<file path="src/rtl/exe_muldiv_unit.sv">
// Multi-cycle multiply/divide engine for the execute stage. It returns the
// 64-bit result as HI/LO and holds busy high while an operation is in flight.
module exe_muldiv_unit #(
  parameter int         DIV_ITER = 32,
  parameter logic [5:0] HI_ADDR  = 6'd33,
  parameter logic [5:0] LO_ADDR  = 6'd32
) (
  input  logic        clk,
  input  logic        reset,
  input  logic        start,
  input  logic        is_mul,
  input  logic        is_div,
  input  logic [32:0] src_a,
  input  logic [32:0] src_b,
  input  logic        cancel,
  output logic        busy,
  output logic        out_valid,
  output logic [31:0] out_hi,
  output logic [31:0] out_lo,
  output logic [5:0]  out_hi_addr,
  output logic [5:0]  out_lo_addr
);

  localparam int CNT_W = $clog2(DIV_ITER + 1);

  typedef enum logic [1:0] {IDLE, MUL, DIV, DONE} state_t;

  state_t            state;
  logic [CNT_W-1:0]  cnt;

  logic signed [32:0] mul_a_p0;
  logic signed [32:0] mul_b_p0;
  logic signed [63:0] prod_p1;

  logic [31:0] dvd_q;
  logic [31:0] dvs;
  logic [31:0] rem;
  logic        sign_q;
  logic        sign_r;
  logic        div_zero;
  logic [31:0] zero_hi;

  logic        accept;
  logic [32:0] rem_sh;
  logic        ge;
  logic [31:0] rem_nxt;
  logic [31:0] quo_nxt;

  function automatic logic [31:0] mag32(input logic [32:0] v);
    return v[32] ? 32'(-v) : v[31:0];
  endfunction

  function automatic logic [31:0] neg_if(input logic [31:0] v, input logic s);
    return s ? -v : v;
  endfunction

  assign accept      = start && (is_mul || is_div) && !cancel &&
                       (state == IDLE || state == DONE);
  assign busy        = (state == MUL) || (state == DIV) || accept;
  assign out_hi_addr = HI_ADDR;
  assign out_lo_addr = LO_ADDR;

  assign prod_p1 = 64'(mul_a_p0) * 64'(mul_b_p0);

  // One restoring step: the quotient bit shifts into dvd_q as the dividend shifts out.
  always_comb begin
    rem_sh  = {rem, dvd_q[31]};
    ge      = rem_sh >= {1'b0, dvs};
    rem_nxt = ge ? 32'(rem_sh - {1'b0, dvs}) : rem_sh[31:0];
    quo_nxt = {dvd_q[30:0], ge};
  end

  // Operand capture / iteration datapath
  always_ff @(posedge clk) begin
    if (accept) begin
      mul_a_p0 <= src_a;
      mul_b_p0 <= src_b;
      dvd_q    <= mag32(src_a);
      dvs      <= mag32(src_b);
      rem      <= '0;
      sign_q   <= src_a[32] ^ src_b[32];
      sign_r   <= src_a[32];
      div_zero <= (src_b == 33'd0);
      zero_hi  <= src_a[31:0];
    end else if (state == DIV) begin
      dvd_q <= quo_nxt;
      rem   <= rem_nxt;
    end
  end

  // Control and result registers
  always_ff @(posedge clk) begin
    if (reset) begin
      state     <= IDLE;
      cnt       <= '0;
      out_valid <= 1'b0;
      out_hi    <= '0;
      out_lo    <= '0;
    end else begin
      out_valid <= 1'b0;
      case (state)
        IDLE, DONE: begin
          if (accept) state <= is_mul ? MUL : DIV;
          else        state <= IDLE;
        end
        MUL: begin
          if (cancel) begin
            state <= IDLE;
          end else begin
            state     <= DONE;
            out_valid <= 1'b1;
            out_hi    <= prod_p1[63:32];
            out_lo    <= prod_p1[31:0];
          end
        end
        DIV: begin
          if (cancel) begin
            state <= IDLE;
          end else begin
            cnt <= cnt + 1'b1;
            if (cnt == CNT_W'(DIV_ITER - 1)) begin
              state     <= DONE;
              out_valid <= 1'b1;
              out_lo    <= div_zero ? 32'hFFFF_FFFF : neg_if(quo_nxt, sign_q);
              out_hi    <= div_zero ? zero_hi : neg_if(rem_nxt, sign_r);
            end
          end
        end
        default: state <= IDLE;
      endcase
      if (accept) cnt <= '0;
    end
  end

endmodule

</file>
<file path="config.mk">
export PLATFORM = sky130hd
export DESIGN_NAME = exe_muldiv_unit
export DESIGN_NICKNAME = d
export VERILOG_FILES = /design/src/rtl/exe_muldiv_unit.sv
export SDC_FILE = /design/constraint.sdc
export NUM_CORES = 2
export LEC_CHECK = 0
export ABC_AREA = 1
export CORE_UTILIZATION = 50
export CTS_CLUSTER_SIZE = 16
export DETAILED_ROUTE_END_ITERATION = 8
export MAX_ROUTING_LAYER = met4
export PLACE_DENSITY = 0.67
export SLEW_MARGIN = 30
export SYNTH_ARGS = -nofsm -noshare
export SYNTH_HDL_FRONTEND = slang
export SYNTH_SLANG_ARGS = --single-unit
</file>
<file path="constraint.sdc">
create_clock -name clk -period 10.3 [get_ports clk]
set_input_delay 2.575 -clock clk [delete_from_list [all_inputs] [get_ports clk]]
set_output_delay 2.575 -clock clk [all_outputs]
set_load 0.02 [all_outputs]
</file>
==> results by group <==
Route
  • WL/cell: 20.4 µm
  • Final WL: 176 mm
  • Antenna viol nets, final: 0
  • Met2 WL post-DR: 78.1 mm
  • Met1 wire length: 78.6 mm
  • Via density: 5.27
  • DR top layer: met4
  • First drt pass iteration count: 5
  • Met3 WL post-DR: 15.7 mm
  • DR iter-0 viols: 3834
  • DR vias: 45400
  • DRC viols: 0

CTS
  • Hold Buf Count CTS: 0
  • CTS resizes: 0
  • CTS H-Tree Depth: 1
  • TritonCTS Buffers: 27
  • Reg clk slew, reported paths: 0.07 ns
  • Clk Latency, worst-skew pair: 0.58 ns
  • Buffer count from post-CTS setup fixing: 0
  • Clock buffer depth: 3
  • CTS sink cnt: 236
  • CTS tree: built
  • Clock root cell: clkbuf_16

STA
  • RSZ-0062 raised after global routing: no
  • Slew HR: 30.3%
  • Fmax: 110 MHz
  • Final setup vio count: 0
  • Period Utilization, post-route: 88.3%
  • Clock skew: 0.0338 ns
  • Final Max Tran Viols: 0
  • Final Critical Period: 9.10 ns
  • Final hold violation count: 0
  • Setup TNS: 0 ns
  • Tightest Pin Transition: 1.04 ns

Floorplan
  • Cell Rows: 121
  • Core Area: 109000 µm²
  • Die ar.: 112000 µm²
  • Initial Util: 50.6%
  • Die Y: 334 µm
  • IO Pins: 150
  • Die W: 334 µm

Synth
  • Post-synth ARST share: 0%
  • Syn Inst Count: 7191
  • Syn Std Cell Area: 55200 µm²
  • Sequential element share of the synthesized area: 10.9%
  • Ranking of synthesized cells by area: fa_1 41%, inv_1 14%, nand2_1 12%
  • Ys Warns: 0
  • Synth Register Bits: 236
  • Main flop type after synthesis: edfxtp_1
  • Synth top area share: 40.8%
  • Syn Area/Cell: 7.68 µm²
  • Synth top cells by count: 2046 x inv_1, 1768 x nand2_1, 1126 x fa_1, 320 x clkbuf_1, 297 x nor2_1
  • Yosys top cell by area: fa_1
  • EDFF count, synth: 131
  • Netlist cell types: 56
  • Top-count cell post-synth: inv_1

Global route
  • Vias in the first global route: 46200
  • Largest net degree at the start of global routing: 87
  • Gr usage total: 33.4%
  • Grt total ovfl: 0
  • Global-route wire length before repair: 277 mm
  • Initial antenna violation count: 2

Layout
  • Layout cells sized above 1: 3.73%
  • Register area: 6040 µm²
  • Util after Layout: 53.9%
  • Multi-input gate area: 40100 µm²
  • Layout overhead on the synthesized area: 6.57%
  • Final nets: 8578
  • Fillers: 10400

Worst hold path
  • Hold Crit Class: reg -> reg
  • Hold path start: out_lo[0]

Setup path
  • CP endpoint kind: register
  • Critical path arrival: 9.57 ns
  • Setup CP Type: reg -> reg
  • Nature of the critical path startpoint: register
  • Setup slack, reg-to-reg: 1.20 ns
  • CP required: 10.77 ns
  • Crit Path Max Fanout: 14
  • Critical Path Start: mul_b_p0[9]
  • RR Startpoint: mul_b_p0[9]

Place
  • Final GP Congestion: 1.02
  • Port-buffer cells: 137
  • DP Wirelength: 149 mm

Outcome
  • Run status: complete, no violations

Run
  • Max Cap Viol: 0
[final timing paths]
kind,endpoint,cells after the start
worst min register to register,out_lo[0],2
worst min-delay path,out_lo[0],2
worst max-delay path,out_hi[29],27
worst max register to register,out_hi[29],27
[sequential cells by signal (all words and copies together) (netlist names)]
name and count:
out_valid 1, dvd_q 32, rem 32, cnt 6, sign_q 1, out_hi 32
mul_b_p0 33, out_lo 32, dvs 31, state 2, div_zero 1, mul_a_p0 33
[per-stage QoR]
step	std cells	worst slack [ns]	area [µm²]	hold slack, ns
3_5_place_dp	8575	1.28	58000	0.460
6_report	8627	1.20	58900	0.469
2_1_floorplan	7201	0.556	55300	0.458
4_1_cts	8625	1.27	58800	0.472
3_3_place_gp	8571	1.33	57900	0.459
5_1_grt	8626	0.759	58900	0.492
[cells by family (layout without fill, tap and decap cells)]
family | count (synthesis) | count (layout) | share of synthesized area (%)
other | 2 | 13 | 0.0136
xor gates and xnor gates | 129 | 129 | 2.05
adders and majority gates | 1377 | 1377 | 46.5
and+or+nand+nor | 2421 | 2421 | 17.8
DFF | 236 | 236 | 10.9
buffers and inverters | 2421 | 2370 | 16.7
AOI/OAI and AO/OA | 605 | 605 | 6.06
[placed cells by master, fill, tap and decap left out, types with 8 or more instances in the layout]
cell type	synthesis	final
fa_1	1126	1125
clkbuf_16	0	28
o21ai_1	9	9
o21ai_0	234	234
clkdlybuf4s50_1	0	136
nand3_1	160	160
inv_2	11	13
o22ai_1	31	31
nor2_2	12	12
a21o_1	8	8
a21oi_1	205	204
edfxtp_1	131	131
a31oi_1	45	45
inv_1	2046	2046
buf_4	14	113
nor2_4	9	9
nor4_1	12	12
ha_1	251	250
nand2_1	1768	1765
nor3_1	51	51
xnor2_1	52	52
dfxtp_1	105	105
xor2_1	77	77
nand4_1	30	30
nor2_1	297	297
nand2_2	31	33
conb_1	2	12
or2_2	14	14
o21bai_1	12	12
nand3b_1	9	9
clkinv_1	7	9
o211ai_1	20	20
and3_1	9	8
[cell type report]
type / count / share of cell area [%]
tap: 1476 / 3.14
antenna: 1 / 0.00425
clock inverter: 19 / 0.251
inverter: 2064 / 13.2
sequential: 236 / 10.3
clock buffer: 31 / 1.24
timing repair buffer: 256 / 3.89
multi-input combinational: 4544 / 68.1
[per-layer routing]
layer | GRT usage (%) | vias to the layer above
li1 | - | 20600
met1 | 48.8 | 22800
met2 | 50.1 | 1909
met3 | 4.35 | 188
met4 | 6.52 | 0
met5 | - | -
[critical path: stages, from the launching register on]
cell and delay [ns]:
edfxtp_1 0.74, nand2_1 0.25, inv_1 0.11, fa_1 0.71, inv_1 0.14, fa_1 0.82, inv_1 0.18, fa_1 0.74
inv_1 0.24, fa_1 0.53, inv_1 0.06, fa_1 0.53, inv_1 0.05, fa_1 0.53, fa_1 0.44, fa_1 0.49
inv_1 0.04, ha_1 0.36, nand2_1 0.13, nor2_1 0.19, nand2_1 0.11, nor4_1 0.58, o21ai_0 0.30, nand3_1 0.25
xor2_1 0.16, o21ai_0 0.09, inv_1 0.14, a21oi_1 0.08
Power is not shown: default switching activity piles up to over one toggle a cycle in this logic, so the estimate is an artifact.
